File: config.mk
export PLATFORM = sky130hd
export DESIGN_NAME = minterm_scanner_flat
export DESIGN_NICKNAME = d
export VERILOG_FILES = /design/src/rtl/minterm_if.sv /design/src/rtl/minterm_scanner.sv /design/src/flat_wrapper.sv
export SDC_FILE = /design/constraint.sdc
export NUM_CORES = 1
export LEC_CHECK = 0
export CORE_ASPECT_RATIO = 0.6
export CORE_UTILIZATION = 55
export DETAILED_ROUTE_END_ITERATION = 10
export PLACE_DENSITY = 0.88
export SLEW_MARGIN = 40
export SYNTH_ARGS = -nofsm -noshare
export SYNTH_HDL_FRONTEND = slang
export SYNTH_SLANG_ARGS = --single-unit
File: constraint.sdc
create_clock -name clk -period 2.65 [get_ports clk]
set_input_delay 0.53 -clock clk [delete_from_list [all_inputs] [get_ports clk]]
set_output_delay 0.53 -clock clk [all_outputs]
set_load 0.02 [all_outputs]
File: src/rtl/minterm_if.sv
// Handshake and data bundle between a minterm scanner and the stimulus/evaluator side.
// "expect" is a reserved word, so the expected truth table is carried as "expected".
interface minterm_if;
  logic        start;
  logic        abort;
  logic [3:0]  lo;
  logic [3:0]  hi;
  logic [15:0] expected;
  logic [3:0]  fn_i;
  logic        fn_f;
  logic        busy;
  logic        done;
  logic        err;
  logic [15:0] map;
  logic [4:0]  count;
  logic        mismatch;

  modport master (
    output start, abort, lo, hi, expected, fn_f,
    input  fn_i, busy, done, err, map, count, mismatch
  );

  modport slave (
    input  start, abort, lo, hi, expected, fn_f,
    output fn_i, busy, done, err, map, count, mismatch
  );
endinterface

File: src/rtl/minterm_scanner.sv
// Walks minterm indices lo..hi through an external 4-input evaluator and captures its truth table,
// counting ones and comparing the captured range against an expected table.
module minterm_scanner #(
  parameter int unsigned SETTLE = 0
) (
  input logic      clk,
  input logic      rst,
  minterm_if.slave bus
);

  // state      | meaning
  // ST_IDLE    | waiting for start; results held
  // ST_SETTLE  | fn_i held while the evaluator settles
  // ST_SAMPLE  | fn_f captured into map/count
  // ST_DONE    | one-cycle done pulse
  typedef enum logic [1:0] {
    ST_IDLE   = 2'd0,
    ST_SETTLE = 2'd1,
    ST_SAMPLE = 2'd2,
    ST_DONE   = 2'd3
  } state_t;

  localparam bit          HAS_SETTLE = (SETTLE != 0);
  localparam int unsigned SETTLE_M1  = (SETTLE > 0) ? SETTLE - 1 : 0;
  localparam logic [2:0]  SETTLE_LD  = 3'(SETTLE_M1);

  state_t      state;
  logic [3:0]  fn_i_q;
  logic [3:0]  lo_q;
  logic [3:0]  hi_q;
  logic [15:0] exp_q;
  logic [15:0] map_q;
  logic [4:0]  count_q;
  logic [2:0]  settle_cnt;
  logic        busy_q;
  logic        done_q;
  logic        err_q;
  logic        mism_q;

  logic [15:0] map_next;
  logic [15:0] range_mask;
  logic [4:0]  count_next;

  always_comb begin
    map_next           = map_q;
    map_next[fn_i_q]   = bus.fn_f;
    count_next         = count_q + {4'd0, bus.fn_f};
    range_mask         = '0;
    for (int k = 0; k < 16; k++) begin
      if ((4'(k) >= lo_q) && (4'(k) <= hi_q)) range_mask[k] = 1'b1;
    end
  end

  always_ff @(posedge clk) begin
    if (rst) begin
      state      <= ST_IDLE;
      fn_i_q     <= '0;
      lo_q       <= '0;
      hi_q       <= '0;
      exp_q      <= '0;
      map_q      <= '0;
      count_q    <= '0;
      settle_cnt <= '0;
      busy_q     <= 1'b0;
      done_q     <= 1'b0;
      err_q      <= 1'b0;
      mism_q     <= 1'b0;
    end else begin
      done_q <= 1'b0;
      case (state)
        ST_IDLE: begin
          // start has priority over abort here; abort only matters mid-scan
          if (bus.start) begin
            if (bus.lo <= bus.hi) begin
              lo_q       <= bus.lo;
              hi_q       <= bus.hi;
              exp_q      <= bus.expected;
              map_q      <= '0;
              count_q    <= '0;
              mism_q     <= 1'b0;
              err_q      <= 1'b0;
              fn_i_q     <= bus.lo;
              settle_cnt <= SETTLE_LD;
              busy_q     <= 1'b1;
              state      <= HAS_SETTLE ? ST_SETTLE : ST_SAMPLE;
            end else begin
              err_q  <= 1'b1;
              done_q <= 1'b1;
              state  <= ST_DONE;
            end
          end
        end

        ST_SETTLE: begin
          if (bus.abort) begin
            busy_q <= 1'b0;
            state  <= ST_IDLE;
          end else if (settle_cnt == 3'd0) begin
            state <= ST_SAMPLE;
          end else begin
            settle_cnt <= settle_cnt - 3'd1;
          end
        end

        ST_SAMPLE: begin
          if (bus.abort) begin
            busy_q <= 1'b0;
            state  <= ST_IDLE;
          end else begin
            map_q   <= map_next;
            count_q <= count_next;
            // hi is checked before incrementing so fn_i never wraps past 15
            if (fn_i_q == hi_q) begin
              mism_q <= |((map_next ^ exp_q) & range_mask);
              busy_q <= 1'b0;
              done_q <= 1'b1;
              state  <= ST_DONE;
            end else begin
              fn_i_q     <= fn_i_q + 4'd1;
              settle_cnt <= SETTLE_LD;
              state      <= HAS_SETTLE ? ST_SETTLE : ST_SAMPLE;
            end
          end
        end

        ST_DONE: begin
          state <= ST_IDLE;
        end

        default: begin
          busy_q <= 1'b0;
          state  <= ST_IDLE;
        end
      endcase
    end
  end

  assign bus.fn_i     = fn_i_q;
  assign bus.busy     = busy_q;
  assign bus.done     = done_q;
  assign bus.err      = err_q;
  assign bus.map      = map_q;
  assign bus.count    = count_q;
  assign bus.mismatch = mism_q;

endmodule

File: src/flat_wrapper.sv
// flat-port wrapper written by rule: the top's interface ports become plain ports
module minterm_scanner_flat 
#(
  parameter int unsigned SETTLE = 0
)
  (clk, rst, bus_start, bus_abort, bus_lo, bus_hi, bus_expected, bus_fn_f, bus_fn_i, bus_busy, bus_done, bus_err, bus_map, bus_count, bus_mismatch);
  minterm_if bus_i ();
  input logic clk;
  input logic rst;
  input wire logic [$bits(bus_i.start)-1:0] bus_start;
  input wire logic [$bits(bus_i.abort)-1:0] bus_abort;
  input wire logic [$bits(bus_i.lo)-1:0] bus_lo;
  input wire logic [$bits(bus_i.hi)-1:0] bus_hi;
  input wire logic [$bits(bus_i.expected)-1:0] bus_expected;
  input wire logic [$bits(bus_i.fn_f)-1:0] bus_fn_f;
  output wire logic [$bits(bus_i.fn_i)-1:0] bus_fn_i;
  output wire logic [$bits(bus_i.busy)-1:0] bus_busy;
  output wire logic [$bits(bus_i.done)-1:0] bus_done;
  output wire logic [$bits(bus_i.err)-1:0] bus_err;
  output wire logic [$bits(bus_i.map)-1:0] bus_map;
  output wire logic [$bits(bus_i.count)-1:0] bus_count;
  output wire logic [$bits(bus_i.mismatch)-1:0] bus_mismatch;
  assign bus_i.start = bus_start;
  assign bus_i.abort = bus_abort;
  assign bus_i.lo = bus_lo;
  assign bus_i.hi = bus_hi;
  assign bus_i.expected = bus_expected;
  assign bus_i.fn_f = bus_fn_f;
  assign bus_fn_i = bus_i.fn_i;
  assign bus_busy = bus_i.busy;
  assign bus_done = bus_i.done;
  assign bus_err = bus_i.err;
  assign bus_map = bus_i.map;
  assign bus_count = bus_i.count;
  assign bus_mismatch = bus_i.mismatch;
  minterm_scanner #(.SETTLE(SETTLE)) u_core (.clk(clk), .rst(rst), .bus(bus_i));
endmodule
==> flow_metrics.env <==
export IMPL_status="finished clean"
export IMPL_yosys_area_share_xor_xnor_pct=2.34
export IMPL_crit_end="u_core.bus.mismatch"
export IMPL_drc=0
export IMPL_ant_nets=0
export IMPL_ctsLongestPathBuffers=2
export IMPL_syn_nets=498
export IMPL_worst_path_stages=8
export IMPL_hold_depth=2
export IMPL_synth_top_family_by_area="simple AND/OR/NAND/NOR gates"
export IMPL_r2r_start="u_core.bus.fn_i[0]"
export IMPL_fillerInstances=469
export IMPL_skew_ps=5.84
export IMPL_post_cts_resized=0
export IMPL_synth_top_area_share_pct=31.1
export IMPL_async_flop_share_pct=0
export IMPL_setup_viol=0
export IMPL_ys_flop_type="dfxtp_1"
export IMPL_cellLeakagePower_nw=2.04
export IMPL_synth_cells=452
export IMPL_synth_seq_cells=58
export IMPL_antenna_found_initial=0
export IMPL_netlist_top_cells_count="nand2_1 (81), dfxtp_1 (58), mux2i_1 (46), a21oi_1 (37)"
export IMPL_clkLatencyLatePin_ps=330
export IMPL_core_um2=6330
export IMPL_seq_area_um2=1160
export IMPL_overflow=0
export IMPL_rrSetupSlack_ps=160
export IMPL_slowest_stage="dfxtp_2"
export IMPL_dp_worst_setup_slack_ps=-210
export IMPL_rsz0062_at_grt="no"
export IMPL_synth_edf_count=0
export IMPL_p_per_area_nw_per_um2=729
export IMPL_multi_input_area_um2=2330
export IMPL_worst_slew_margin_rel_pct=56.3
export IMPL_hpwl_um=7450
export IMPL_syn_area_um2=3740
export IMPL_die_area_um2=7140
export IMPL_cp_end_kind="register"
export IMPL_max_slew_worst_pin_slew_ps=654
export IMPL_hold_viol_final=0
export IMPL_slowest_delay_ps=410
export IMPL_cp_start_kind="register"
export IMPL_reg2reg_to="u_core.bus.mismatch"
export IMPL_postRouteWirelength_um=10400
export IMPL_yosys_area_share_simple_pct=23.1
export IMPL_syn2layout_area_growth_pct=27.5
export IMPL_fp_dieW_um=108
export IMPL_drt_iter0_drc=322
export IMPL_critPathBufInv=1
export IMPL_min_path_type="register to register"
export IMPL_clkTransAtPathRegs_ps=50
export IMPL_muxShareOfSynthArea_pct=12.9
export IMPL_io_buffer_count=57
export IMPL_slew_violations=0
export IMPL_period_minus_slack_ps=2490
export IMPL_holdWs_ps=472
export IMPL_num_vias=3641
export IMPL_post_cts_setup_buffers=0
export IMPL_wire_per_inst_um=17.3
export IMPL_synth_most_common_cell="nand2_1"
export IMPL_cp_top_family="multiplexers"
export IMPL_rows=22
export IMPL_grt_max_degree=38
export IMPL_arrival_ps=2710
export IMPL_critPathMaxFanout=7
export IMPL_layout_nets=557
export IMPL_drive_gt1_share_pct=12.4
export IMPL_synth_adder_area_share_pct=5.69
export IMPL_avgSynthCellArea_um2=8.27
export IMPL_r2r_cells=8
export IMPL_die_y_um=65.9
export IMPL_grt_pass1_wl_um=16800
export IMPL_yosysTopAreaCell="dfxtp_1"
export IMPL_worstSetupPathType="register to register"
export IMPL_crit_required_ps=2870
export IMPL_grt_pass1_vias=3495
export IMPL_gp_congestion=0.895
export IMPL_tritoncts="built"
export IMPL_ios=58
export IMPL_worst_ir_drop_vdd_mv=0.396
export IMPL_synth_yosys_seq_area_share_pct=31.1
export IMPL_finalCritPeriodShare_pct=94.0
export IMPL_layout_setup_ws_ps=158
export IMPL_ctsHoldBuffers=0
export IMPL_clock_fmax_ghz=0.401
export IMPL_dr_pass1_iters=5
export IMPL_synth_compound_area_share_pct=17.7
export IMPL_ys_warn_count=0
export IMPL_start_util_pct=59.1
export IMPL_grt_usage_pct=30.6
export IMPL_worstPathCellList="inv_1 -> ha_1 -> nand3b_1 -> mux2i_1 -> mux2_2 -> a2111oi_2 -> nand4_1 -> a41o_1"
export IMPL_htreeDepth=3
export IMPL_cts_made_buffers=9
export IMPL_n_antenna_cell=0
export IMPL_drt_vias_per_instance=6.07
export IMPL_yosys_cell_types_count=63
export IMPL_clock_root_buffer="clkbuf_16"
export IMPL_synthTopCellsByArea="dfxtp_1 (31%), mux2i_1 (12%), nand2_1 (8.1%)"
export IMPL_clock_sinks=58
export IMPL_crit_start="u_core.bus.fn_i[0]"
export IMPL_max_cap_viol_count=0
[per-layer routing]
metal	up-vias	global-route usage (%)	routed length, um
met2	190	50.2	4690
met1	1714	40.6	4560
met5	-	0	0
met3	20	6.70	971
met4	0	8.45	141
li1	1717	-	-
[area by class of cell]
cell class | instances | share of cell area [%]
Multi-Input combinational cell | 337 | 49.0
Sequential cell | 58 | 24.4
Timing Repair Buffer | 83 | 16.3
Clock buffer | 11 | 5.30
Tap cell | 84 | 2.20
Inverter | 22 | 1.73
Clock inverter | 5 | 1.10
[kinds of logic (layout without fill, tap and decap cells)]
kind of cell	Yosys count	count (layout)
buffers and inverters	57	121
adders and majority gates	17	17
AOI/OAI and AO/OA	89	89
xor gates and xnor gates	10	10
DFF	58	58
muxes	48	48
and+or+nand+nor	173	173
[worst min-delay path, cell delays in order (launching register included)]
cell and delay (ps):
dfxtp_1 320, nand2_1 50, a21oi_1 50
[sequential cells by signal, summed over array words and instances (netlist names)]
name	count
u_core.bus.map	16
u_core.exp_q	16
u_core.bus.count	5
u_core.bus.fn_i	4
u_core.hi_q	4
u_core.lo_q	4
u_core.settle_cnt	3
u_core.state	2
u_core.bus.busy	1
u_core.bus.done	1
u_core.bus.err	1
u_core.bus.mismatch	1
[cell usage in the layout (no fill, tap or decap), types with 9 or more instances in the layout]
cell and n:
mux2i_1 45, nand2_1 81, nand3b_1 10, dfxtp_1 57, buf_4 25, clkbuf_16 9
inv_1 22, a21oi_1 37, ha_1 17, clkdlybuf4s50_1 57, nor2_1 17, nand3_1 22
[where the power goes]
| group | internal, W | total (W) | leakage, nW | switching (W) |
|---|---|---|---|---|
| logic | 0.000515 | 0.00119 | 1.41 | 0.000679 |
| clock network | 0.000773 | 0.00118 | 0.151 | 0.000412 |
| registers | 0.000958 | 0.00110 | 0.472 | 0.000141 |
[through the flow]
step	util [%]	area [um2]	instances	power, W	setup TNS, ps
finish	75.3	4770	600	0.00348	0
detailed placement	70.1	4440	584	0.00226	-5620
global placement	70.1	4440	584	0.00220	-2540
global route	75.3	4770	600	0.00362	0
CTS	74.9	4740	600	0.00344	0
floorplan	-	3740	452	0.00187	0
[worst min path at each step]
stage | startpoint | slack, ps | endpoint
final | u_core.exp_q[1] | 470 | u_core.exp_q[1]
after global routing | u_core.exp_q[7] | 480 | u_core.exp_q[7]
after CTS | u_core.exp_q[7] | 470 | u_core.exp_q[7]
after detailed placement | u_core.exp_q[0] | 460 | u_core.exp_q[0]
after global placement | u_core.bus.err | 460 | u_core.bus.err
after floorplan | u_core.settle_cnt[0] | 440 | u_core.settle_cnt[0]
No activity file was read; power rests on OpenSTA's default activity.
